==> config.mk <==
export PLATFORM = sky130hd
export DESIGN_NAME = enum_seq_ctrl_flat
export DESIGN_NICKNAME = d
export VERILOG_FILES = /design/src/rtl/enum_seq_ctrl_pkg.sv /design/src/rtl/enum_seq_ctrl_if.sv /design/src/rtl/enum_seq_dwell.sv /design/src/rtl/enum_seq_ctrl.sv /design/src/flat_wrapper.sv
export SDC_FILE = /design/constraint.sdc
export NUM_CORES = 1
export LEC_CHECK = 0
export BUFFER_PORTS_ARGS = -buffer_cell sky130_fd_sc_hd__buf_2
export CAP_MARGIN = 20
export CELL_PAD_IN_SITES_DETAIL_PLACEMENT = 2
export CELL_PAD_IN_SITES_GLOBAL_PLACEMENT = 2
export CORE_ASPECT_RATIO = 0.9
export CORE_MARGIN = 1
export CORE_UTILIZATION = 30
export DETAILED_ROUTE_END_ITERATION = 10
export GPL_ROUTABILITY_DRIVEN = 0
export HOLD_SLACK_MARGIN = 0.03
export PLACE_DENSITY = 0.79
export SYNTH_ARGS = -nofsm -noshare
export SYNTH_HDL_FRONTEND = slang
export SYNTH_SLANG_ARGS = --single-unit
export TNS_END_PERCENT = 30
==> constraint.sdc <==
create_clock -name clk -period 2.2 [get_ports clk]
set_input_delay 0 -clock clk [delete_from_list [all_inputs] [get_ports clk]]
set_output_delay 0 -clock clk [all_outputs]
set_load 0.02 [all_outputs]
==> src/rtl/enum_seq_ctrl_pkg.sv <==
// Shared types for the enumerated element sequencer: element, gap and phase enums
// plus small arithmetic helpers used by the controller and its dwell counter.
package enum_seq_pkg;

    typedef enum int {H = 0, He, Li, Be, B, C, N} elem_t;
    typedef enum bit [2:0] {A0 = 3'd0, A1 = 3'd1, A2 = 3'd2, A3 = 3'd3, A4 = 3'd4} gap_t;
    typedef enum logic [1:0] {zero = 2'd0, one = 2'd1, two = 2'd2, three = 2'd3} phase_t;

    localparam elem_t ELEM_LAST = N;

    function automatic gap_t gap_of(input logic [2:0] cnt);
        return (cnt >= 3'd4) ? A4 : gap_t'(cnt);
    endfunction

    function automatic logic [7:0] sat_inc8(input logic [7:0] v);
        return (v == 8'hFF) ? v : v + 8'd1;
    endfunction

endpackage

==> src/rtl/enum_seq_ctrl_if.sv <==
// Handshake and status bundle between the sequencer (master) and its consumer (slave).
interface enum_seq_ctrl_if;
    import enum_seq_pkg::*;

    logic        start;
    logic        abort;
    logic        elem_rdy;
    elem_t       elem;
    logic        elem_vld;
    gap_t        gap;
    phase_t      phase;
    logic        busy;
    logic        done;
    logic [7:0]  xfer_cnt;

    modport master (
        input  start, abort, elem_rdy,
        output elem, elem_vld, gap, phase, busy, done, xfer_cnt
    );

    modport slave (
        output start, abort, elem_rdy,
        input  elem, elem_vld, gap, phase, busy, done, xfer_cnt
    );

endinterface

==> src/rtl/enum_seq_dwell.sv <==
// Loadable dwell down-counter; reports zero/one flags and a saturated gap_t view.
module enum_seq_dwell
    import enum_seq_pkg::*;
#(
    parameter int DWELL = 1
) (
    input  logic clk,
    input  logic rst,
    input  logic load,
    input  logic clr,
    output logic is_zero,
    output logic is_one,
    output gap_t gap
);

    localparam logic [2:0] RELOAD = 3'(DWELL - 1);

    logic [2:0] cnt_r;

    // Counter register: clear wins over load, otherwise count down to zero.
    always_ff @(posedge clk or posedge rst) begin
        if (rst) begin
            cnt_r <= 3'd0;
        end else if (clr) begin
            cnt_r <= 3'd0;
        end else if (load) begin
            cnt_r <= RELOAD;
        end else if (cnt_r != 3'd0) begin
            cnt_r <= cnt_r - 3'd1;
        end else begin
            cnt_r <= cnt_r;
        end
    end

    assign is_zero = (cnt_r == 3'd0);
    assign is_one  = (cnt_r == 3'd1);
    assign gap     = gap_of(cnt_r);

endmodule

==> src/rtl/enum_seq_ctrl.sv <==
// Sequencer that streams elem_t values H.. over valid/ready with an optional dwell
// gap between elements, optional looping, and a phase_t view of its FSM.
module enum_seq_ctrl
    import enum_seq_pkg::*;
#(
    parameter int NUM_ELEM = 7,
    parameter int DWELL    = 1,
    parameter int LOOP     = 0
) (
    input  logic             clk,
    input  logic             rst,
    enum_seq_ctrl_if.master  bus
);

    localparam elem_t LAST = (NUM_ELEM - 1 > int'(ELEM_LAST)) ? ELEM_LAST : elem_t'(NUM_ELEM - 1);
    localparam logic  B2B  = logic'(DWELL == 1);

    phase_t      phase_r, phase_s;
    elem_t       elem_r, elem_s;
    logic        vld_r, vld_s;
    logic        done_r, done_s;
    logic [7:0]  xfer_r, xfer_s;
    logic        load_s, clr_s, hs_s;
    logic        is_zero_s, is_one_s;
    gap_t        gap_s;

    enum_seq_dwell #(.DWELL(DWELL)) u_dwell (
        .clk     (clk),
        .rst     (rst),
        .load    (load_s),
        .clr     (clr_s),
        .is_zero (is_zero_s),
        .is_one  (is_one_s),
        .gap     (gap_s)
    );

    // Next-state and next-output decode; abort outside IDLE overrides the phase logic.
    always_comb begin
        phase_s = phase_r;
        elem_s  = elem_r;
        vld_s   = vld_r;
        done_s  = 1'b0;
        xfer_s  = xfer_r;
        load_s  = 1'b0;
        clr_s   = 1'b0;
        hs_s    = vld_r & bus.elem_rdy;

        if ((phase_r != zero) && bus.abort) begin
            phase_s = zero;
            vld_s   = 1'b0;
            clr_s   = 1'b1;
            xfer_s  = hs_s ? sat_inc8(xfer_r) : xfer_r;
        end else begin
            case (phase_r)
                zero: begin
                    if (bus.start && !bus.abort) begin
                        phase_s = one;
                        xfer_s  = 8'd0;
                    end else begin
                        phase_s = zero;
                    end
                end
                one: begin
                    phase_s = two;
                    elem_s  = H;
                    vld_s   = 1'b1;
                    clr_s   = 1'b1;
                end
                two: begin
                    if (hs_s) begin
                        xfer_s = sat_inc8(xfer_r);
                        if ((elem_r == LAST) && (LOOP == 0)) begin
                            phase_s = three;
                            vld_s   = 1'b0;
                            done_s  = 1'b1;
                        end else begin
                            elem_s = (elem_r == LAST) ? H : elem_t'(int'(elem_r) + 1);
                            load_s = 1'b1;
                            vld_s  = B2B;
                        end
                    end else if (!vld_r) begin
                        // Valid rises on the edge where the dwell counter reaches zero.
                        vld_s = is_one_s | is_zero_s;
                    end else begin
                        vld_s = 1'b1;
                    end
                end
                three: begin
                    phase_s = zero;
                end
                default: begin
                    phase_s = zero;
                    vld_s   = 1'b0;
                end
            endcase
        end
    end

    // State and output registers.
    always_ff @(posedge clk or posedge rst) begin
        if (rst) begin
            phase_r <= zero;
            elem_r  <= H;
            vld_r   <= 1'b0;
            done_r  <= 1'b0;
            xfer_r  <= 8'd0;
        end else begin
            phase_r <= phase_s;
            elem_r  <= elem_s;
            vld_r   <= vld_s;
            done_r  <= done_s;
            xfer_r  <= xfer_s;
        end
    end

    assign bus.elem     = elem_r;
    assign bus.elem_vld = vld_r;
    assign bus.gap      = gap_s;
    assign bus.phase    = phase_r;
    assign bus.busy     = (phase_r != zero);
    assign bus.done     = done_r;
    assign bus.xfer_cnt = xfer_r;

endmodule

==> src/flat_wrapper.sv <==
// flat-port wrapper written by rule: the top's interface ports become plain ports
module enum_seq_ctrl_flat import enum_seq_pkg::*;
#(
    parameter int NUM_ELEM = 7,
    parameter int DWELL    = 1,
    parameter int LOOP     = 0
)
  (clk, rst, bus_start, bus_abort, bus_elem_rdy, bus_elem, bus_elem_vld, bus_gap, bus_phase, bus_busy, bus_done, bus_xfer_cnt);
  enum_seq_ctrl_if bus_i ();
  input  logic clk;
  input  logic rst;
  input wire logic [$bits(bus_i.start)-1:0] bus_start;
  input wire logic [$bits(bus_i.abort)-1:0] bus_abort;
  input wire logic [$bits(bus_i.elem_rdy)-1:0] bus_elem_rdy;
  output wire logic [$bits(bus_i.elem)-1:0] bus_elem;
  output wire logic [$bits(bus_i.elem_vld)-1:0] bus_elem_vld;
  output wire logic [$bits(bus_i.gap)-1:0] bus_gap;
  output wire logic [$bits(bus_i.phase)-1:0] bus_phase;
  output wire logic [$bits(bus_i.busy)-1:0] bus_busy;
  output wire logic [$bits(bus_i.done)-1:0] bus_done;
  output wire logic [$bits(bus_i.xfer_cnt)-1:0] bus_xfer_cnt;
  assign bus_i.start = bus_start;
  assign bus_i.abort = bus_abort;
  assign bus_i.elem_rdy = bus_elem_rdy;
  assign bus_elem = bus_i.elem;
  assign bus_elem_vld = bus_i.elem_vld;
  assign bus_gap = bus_i.gap;
  assign bus_phase = bus_i.phase;
  assign bus_busy = bus_i.busy;
  assign bus_done = bus_i.done;
  assign bus_xfer_cnt = bus_i.xfer_cnt;
  enum_seq_ctrl #(.NUM_ELEM(NUM_ELEM), .DWELL(DWELL), .LOOP(LOOP)) u_core (.clk(clk), .rst(rst), .bus(bus_i));
endmodule
==> run summary, run 1 <==
Setup Viol. Count Final: 0
Crit path launch: u_core.bus.phase[0]
DP HPWL: 5884 microns
Clock-pin slew on the worst setup and hold paths: 90 ps
# DRC: 0
Routed length on met1: 3625 microns
First-pass GRT wire length: 12830 microns
Post-Syn Nets: 297
Via Count: 2402
GRT Resource Usage Total: 17.72%
CTS tree: built
Final nets: 358
Initial drt markers: 73
Routed wl met2: 3825 microns
FMAX: 0.4915 GHz
Post-layout min period: 2035 ps
Critical path cell sequence: inv_1, ha_2, or2_2, nand4_2, or4_1, a21oi_1
Synth top area share: 44.68%
H-tree level count: 2
Top cells by area, synth: dfrtp_1, xor2_1, nor2_1
Final period util: 92.49%
Antenna violations before repair: 0
Syn avg cell area: 9.335 sq um
Synthesized area: 2633 sq um
Register area share after synthesis: 44.68%
EDFF count, synth: 0
Hold Path Origin: bus_start
Final WS setup: 165.2 ps
DRT Wirelength: 7766 microns
Hold crit path type: in -> reg
RSZ-0062 raised after global routing: true
IO Port Bufs: 52
Number of diodes: 0
Synth Warn #: 0
Leak: 1.550 nW
CP startpoint kind: flop
Grt ovf: 0
Status: finished clean
CTS Buf Count: 5
Slew @ Worst Pin: 473.7 ps
Highest routed layer: met4
Pre-CTS setup slack: 20.40 ps
Setup tns final: 0 ps
Post-synth top area cell: dfrtp_1
Die H: 90.87 microns
Post-synth ARST share: 100.0%
Count of cell types in the netlist: 43
CP max-delay cell: or4_1
R2R Path Start: u_core.bus.phase[0]
Final Skew: 3.622 ps
Number of max-cap violations: 0
Clock Tree Buf Depth: 2
Area growth, synth to finish: 20.96%
Crit path DAT: 2260 ps
Final hold vios: 0
Largest stage delay on the critical path: 520 ps
Maximum VDD drop: 0.3606 mV
ANT nets after route: 0
CP max FO: 10
Core box area: 8528 sq um
Largest net degree at the start of global routing: 29
Layout cells sized above 1: 24.42%
Die Area: 9154 sq um
Row cnt: 32
Met3 Wirelength: 256 microns
Skew-Pair Late Insertion Delay: 300 ps
# IOs: 53
Die Span X: 100.7 microns
Finished Core Util: 37.34%
Pins Over Slew Limit: 0
Max-slew headroom: 68.37%
Crit Path Category: reg -> reg
Effective utilization at floorplan: 30.87%
Routed WL per cell: 16.77 microns
Nature of the critical path endpoint: flop
Critical path data required time: 2430 ps
Main synth FF type: dfrtp_1
Clock root cell: clkbuf_8
Vias in the first global route: 2498
DRT Pass-1 Iters: 4
Total setup buffers inserted after CTS: 0
Sink Count: 47
Power per Cell Area: 832.3 nW/um^2
Final-layout fill cell count: 999
Vias per std cell: 5.188
Instance count of the mapped netlist: 282
FF+latch count, synth: 47
==> stage by stage <==
stage	area [sq um]	hold WS, ps	std cells	power [mW]
final	3184	177.0	463	2.650
after global routing	3184	194.9	463	2.831
after CTS	3174	178.9	463	2.683
after detailed placement	3079	47.13	454	2.133
after global placement	3079	32.65	454	2.071
after floorplan	2633	306.7	282	1.765
==> power breakdown <==
group	total (mW)	switching (mW)	internal, mW
clock	0.537	0.314	0.223
sequential	1.06	0.111	0.954
combinational	1.05	0.681	0.367
total	2.65	1.11	1.54
==> sequential cells by signal (all words and copies together), names as in the netlist <==
signal	count
u_core.bus.done	1
u_core.bus.elem	32
u_core.bus.elem_vld	1
u_core.bus.phase	2
u_core.bus.xfer_cnt	8
u_core.u_dwell.cnt_r	3
==> metal layers <==
metal,vias to the layer above,track usage [%]
li1,1128,-
met1,1220,23.41
met2,47,30.54
met3,7,2.632
met4,0,3.623
met5,-,0
==> cells in the final DEF, fill, tap and decap left out, drive strengths merged, types with 4 or more instances in the layout <==
cell type / synthesis / routed
nand2: 20 / 20
and3: 8 / 8
nor4: 7 / 7
and4: 6 / 6
o31ai: 6 / 6
nor2: 40 / 40
xor2: 18 / 18
o21ai: 8 / 8
a21oi: 11 / 11
dfrtp: 47 / 47
nand3: 17 / 17
nor3: 7 / 7
or4: 4 / 4
inv: 11 / 11
clkbuf: 6 / 6
xnor2: 7 / 7
ha: 10 / 10
nand4: 15 / 15
buf: 3 / 62
==> final timing paths <==
| kind | endpoint | slack (ps) | depth (start not counted) |
|---|---|---|---|
| max | u_core.bus.elem[30] | 170 | 6 |
| min | u_core.bus.phase[0] | 180 | 4 |
| max reg2reg | u_core.bus.elem[30] | 170 | 6 |
| min reg2reg | u_core.bus.xfer_cnt[5] | 570 | 1 |
| max in group asynchronous | u_core.bus.elem[31] | 1200 | 4 |
| min in group asynchronous | u_core.bus.elem[23] | 250 | 3 |
==> cell type report <==
| cell class | instances | area, sq um | area share, % |
|---|---|---|---|
| Multi-Input combinational cell | 215 | 1388 | 43.58 |
| Sequential cell | 47 | 1176 | 36.94 |
| Timing Repair Buffer | 63 | 345.3 | 10.84 |
| Tap cell | 119 | 148.9 | 4.676 |
| Clock buffer | 6 | 72.57 | 2.279 |
| Inverter | 11 | 41.29 | 1.297 |
| Clock inverter | 2 | 12.51 | 0.3929 |
==> synthesized netlist by cell type (2+ instances only) <==
master,instances
xor2_1,18
or3_1,2
dfrtp_1,47
nor2b_1,2
mux2i_1,2
o211ai_1,3
and4_1,6
nor4_1,7
nand3b_1,2
nand3_1,17
or2_2,2
nor2_1,40
or4_1,4
buf_2,3
nand2b_1,3
clkbuf_1,6
nand2_1,20
a311oi_1,2
o221a_2,2
o21ai_0,7
a21oi_1,11
nor3_1,6
inv_1,11
nand4_1,13
xnor2_1,7
nand4_2,2
and3_1,7
o31ai_1,6
ha_1,10
==> worst max-delay path, delay by kind of cell (launching register included) <==
kind	cells	cell delay, ps
DFF	1	430
buffers and inverters	1	130
and+or+nand+nor	3	910
adders and majority gates	1	320
AOI/OAI and AO/OA	1	180
==> kinds of logic after synthesis <==
kind of cell | synth area share [%]
compound gates | 10.12
buf+inv | 2.994
flops | 44.68
xor+xnor | 8.317
mux | 1.188
fa+ha+maj | 4.753
simple gates | 27.95
==> timing repair <==
action | CTS | global route
endpoints found under the setup margin | 1 | 15
hold endpoints to repair | 19 | 0
gates resized for setup | 1 | 4
hold buffers | 1 | 0
Power figures use the tool's default switching activity.
==> run 2, diff against run 1 <==
- PLACE_DENSITY: 0.79 -> 0.83
==> run 2 against run 1 <==
Utilization up 0.16 points. Clock skew up 9.8 ps. Clock-buffer cell count down 1. Global-route usage up 0.58 points. Sequential cell count unchanged. Critical path type unchanged. Largest power group is now combinational logic. Highest routed layer unchanged.
==> run summary, run 2 (synthesis results as in run 1) <==
Number of diodes: 0
Routed WL per cell: 17.45 microns
Worst r2r path cells: 6
Core box area: 8528 sq um
DP Cell Count: 455
Die H: 90.87 microns
Clock-pin slew on the worst setup and hold paths: 100 ps
Final WS setup: 56.34 ps
Setup tns final: 0 ps
Area growth, synth to finish: 21.48%
Most frequent cells in the layout: buf_2, dfrtp_1, nor2_1, nand2_1, xor2_1
Slew @ Worst Pin: 534.0 ps
Effective utilization at floorplan: 30.87%
Antenna violations before repair: 0
Hold crit path type: in -> async
Die Area: 9154 sq um
Final hold vios: 0
Max-slew headroom: 64.09%
Register area: 1176 sq um
Final non-filler cell total: 464
Design Area, Final: 3198 sq um
Layout cells sized above 1: 24.93%
Vias in the first global route: 2554
Largest register FFs: 32
ANT nets after route: 0
RSZ-0062 raised after global routing: true
GRT Resource Usage Total: 18.30%
WP buf/inv: 1
Worst hold margin: 201.7 ps
Vias per std cell: 5.162
Crit path DAT: 2360 ps
Pins Over Slew Limit: 0
Total setup buffers inserted after CTS: 0
WP depth: 6
# IOs: 53
Pre-CTS setup slack: 78.73 ps
Final period util: 97.44%
Critical path data required time: 2420 ps
Nature of the critical path endpoint: flop
DRT Wirelength: 8099 microns
# DRC: 0
DP HPWL: 6166 microns
Final-layout fill cell count: 976
Power per Cell Area: 833.8 nW/um^2
FMAX: 0.4665 GHz
Most common cell after layout, fill and taps aside: buf_2
CTS Buf Count: 5
Clock Tree Buf Depth: 2
Power consumption: 2.667 mW
Critical path cell sequence: inv_1, ha_1, nand2b_1, o21ai_1, or4_1, a21oi_1
IO Port Bufs: 52
Skew-Pair Late Insertion Delay: 300 ps
Area of the multi-input gates: 1390 sq um
Number of max-cap violations: 0
First-pass GRT wire length: 13120 microns
Final nets: 359
CP startpoint kind: flop
CP max-delay cell: or4_1
CP top delay family: simple AND/OR/NAND/NOR gates
DRT Pass-1 Iters: 4
Maximum VDD drop: 0.3594 mV
Finished Core Util: 37.50%
Post-layout min period: 2144 ps
Setup Viol. Count Final: 0
Largest stage delay on the critical path: 560 ps
Row cnt: 32
Grt ovf: 0
Via Count: 2395
Clock root cell: clkbuf_8
Status: finished clean
Initial drt markers: 72
Final Skew: 13.46 ps
Sink Count: 47
CP max FO: 8
Leak: 1.555 nW
Largest net degree at the start of global routing: 25
Crit Path Category: reg -> reg
H-tree level count: 2
Cell area after placement: 3087 sq um
CTS tree: built
Die Span X: 100.7 microns
[run 2: cell types whose count changed in the layout (fill, tap and decap cells not counted)]
cell,delta
clkbuf_1,-1
buf_4,+1
clkinvlp_4,+1
nor3_2,+1
nand2b_2,-1
nor3_1,-1
nand2b_1,+1
[run 2: what timing repair did]
action                                  4_1_cts  5_1_grt
endpoints found under the hold margin        13        0
endpoints found under the setup margin        0       10
gates resized for setup                       0        5
hold buffers                                  1        0
[run 2: per-layer routing]
metal / global-route usage, % / wire (microns) / vias up
li1: - / - / 1130
met1: 24.26 / 3804 / 1223
met2: 31.79 / 4028 / 40
met3: 3.483 / 252 / 2
met4: 1.812 / 14 / 0
met5: 0 / 0 / -
[run 2: area by class of cell]
type | instances | share of cell area (%)
Sequential cell | 47 | 36.78
Clock inverter | 3 | 0.6260
Clock buffer | 5 | 2.152
Multi-Input combinational cell | 215 | 43.47
Tap cell | 119 | 4.656
Inverter | 11 | 1.291
Timing Repair Buffer | 64 | 11.03
[run 2: path summary, 6_finish.rpt]
| check | startpoint | to | slack, ps |
|---|---|---|---|
| setup / recovery | u_core.bus.phase[0] | u_core.bus.elem[30] | 60 |
| hold / removal | rst | u_core.bus.elem[5] | 200 |
| setup reg to reg | u_core.bus.phase[0] | u_core.bus.elem[30] | 60 |
| hold reg to reg | u_core.u_dwell.cnt_r[1] | u_core.u_dwell.cnt_r[1] | 580 |
| max in group asynchronous | rst | u_core.bus.xfer_cnt[4] | 1390 |
| min in group clk | bus_start | u_core.bus.phase[0] | 200 |
[run 2: worst register-to-register path, cell delays in order, from the launching register on]
cell and delay (ps):
dfrtp_1 430, inv_1 130, ha_1 220, nand2b_1 310
o21ai_1 220, or4_1 560, a21oi_1 190
[run 2: report_power, final]
group,internal [mW],switching [mW]
Sequential,0.954,0.0941
Clock,0.222,0.311
Combinational,0.376,0.710
Total,1.55,1.11
==> run 3, diff against run 2 <==
- CORE_ASPECT_RATIO: 0.9 -> default
- GPL_TIMING_DRIVEN: default -> 0
==> run 3 against run 2 <==
Sequential share of layout area is 0.30 points lower. First-iteration DRC count increased by 21%. Highest routed layer unchanged. Critical path depth rose by 2.
==> run summary, run 3 (synthesis results as in run 1) <==
Status: finished clean
Power per Cell Area: 853.9 nW/um^2
WP buf/inv: 2
# IOs: 53
Vias in the first global route: 2563
Slew @ Worst Pin: 735.7 ps
Register area: 1176 sq um
Largest stage delay on the critical path: 460 ps
Clock-pin slew on the worst setup and hold paths: 90 ps
DP HPWL: 5901 microns
Worst r2r path cells: 8
# DRC: 0
IO Port Bufs: 52
Core box area: 8341 sq um
Routed WL per cell: 17.07 microns
Maximum VDD drop: 0.4057 mV
Final nets: 359
Sink Count: 47
Critical path cell sequence: inv_1, ha_1, nor4bb_2, nand4_1, buf_4, o31ai_1, nand3_1, o31ai_1
Crit Path Category: reg -> reg
Post-layout min period: 2093 ps
Final period util: 95.13%
CTS Buf Count: 5
ANT nets after route: 0
CP max-delay cell: dfrtp_1
H-tree level count: 2
WP depth: 8
CP max FO: 6
Skew-Pair Late Insertion Delay: 290 ps
Area growth, synth to finish: 22.48%
Cell mode on critical path: o31ai_1
GRT Resource Usage Total: 18.13%
Setup Viol. Count Final: 0
Final Skew: 6.812 ps
Power consumption: 2.753 mW
Effective utilization at floorplan: 31.56%
DRT Wirelength: 7683 microns
Clock root cell: clkbuf_8
Largest register FFs: 32
Number of diodes: 0
Die H: 95.68 microns
DRT Pass-1 Iters: 4
Die Span X: 95.68 microns
Nature of the critical path endpoint: flop
Die Area: 9154 sq um
First-pass GRT wire length: 12920 microns
Antenna violations before repair: 0
Most frequent cells in the layout: buf_2, dfrtp_1, nor2_1, nand2_1, xor2_1
CTS tree: built
FMAX: 0.4778 GHz
WHS Path Cells: 4
Hold crit path type: in -> reg
Via Count: 2404
Vias per std cell: 5.342
Grt ovf: 0
Critical path data required time: 2400 ps
R2R Path Start: u_core.bus.elem[0]
Row cnt: 33
Final-layout fill cell count: 958
Largest net degree at the start of global routing: 27
Finished Core Util: 38.66%
RSZ-0062 raised after global routing: true
Crit path DAT: 2290 ps
Max-slew headroom: 50.57%
Most common cell after layout, fill and taps aside: buf_2
Crit path launch: u_core.bus.elem[0]
CP top delay family: simple AND/OR/NAND/NOR gates
Layout cells sized above 1: 24.64%
Pins Over Slew Limit: 0
Leak: 1.573 nW
Number of max-cap violations: 0
Final hold vios: 0
Area of the multi-input gates: 1421 sq um
Clock Tree Buf Depth: 2
Hold Path Origin: bus_abort
CP startpoint kind: flop
Initial drt markers: 87
==> run 3: repair_timing <==
action,CTS,global route
cloned,0,0
hold buffers,1,0
setup endpoints to repair,30,23
hold endpoints to repair,21,0
setup buffers,0,1
pin swaps,1,1
gates resized for setup,5,8
==> run 3: per-layer routing <==
metal / vias to the layer above / share of wire (%) / GRT usage, %
met2: 40 / 52 / 33.45
met1: 1224 / 45 / 22.86
met3: 2 / 2.9 / 2.552
li1: 1138 / - / -
met5: - / 0 / 0
met4: 0 / 0.35 / 2.239
==> run 3: layout make-up <==
type / instances / share of cell area, %
clock inverter: 3 / 1.358
buffer: 9 / 1.358
multi-input combinational: 215 / 44.08
sequential: 47 / 36.48
inverter: 11 / 1.281
tap: 105 / 4.075
timing repair buffer: 55 / 9.236
clock buffer: 5 / 2.134
==> run 3: worst min-delay path, stage by stage <==
cell	delay [ps]
buf_2	140
nand2b_4	100
nand3_1	90
o31ai_1	70
==> run 3: power by group <==
| part | switching, mW | internal [mW] |
|---|---|---|
| sequential | 0.109 | 0.954 |
| combinational | 0.682 | 0.369 |
| clock | 0.301 | 0.339 |
==> run 3: worst paths after layout <==
| kind | end | slack [ps] |
|---|---|---|
| setup / recovery | u_core.bus.phase[1] | 110 |
| hold / removal | u_core.bus.phase[1] | 150 |
| setup reg to reg | u_core.bus.phase[1] | 110 |
| hold reg to reg | u_core.bus.xfer_cnt[5] | 570 |
| max in group asynchronous | u_core.bus.elem[20] | 1400 |
| min in group asynchronous | u_core.bus.done | 280 |
==> run 3: stage by stage <==
stage	setup TNS, ps	instances	setup slack, ps	hold slack (ps)	cell area [sq um]
2_1_floorplan	0	282	131.8	306.7	2633
3_3_place_gp	-79.19	439	-79.19	461.1	3024
3_5_place_dp	-895.6	440	-91.19	73.50	3044
4_1_cts	-215.7	449	-88.16	182.8	3184
5_1_grt	-132.3	450	-74.51	185.7	3224
6_report	0	450	107.2	153.8	3224
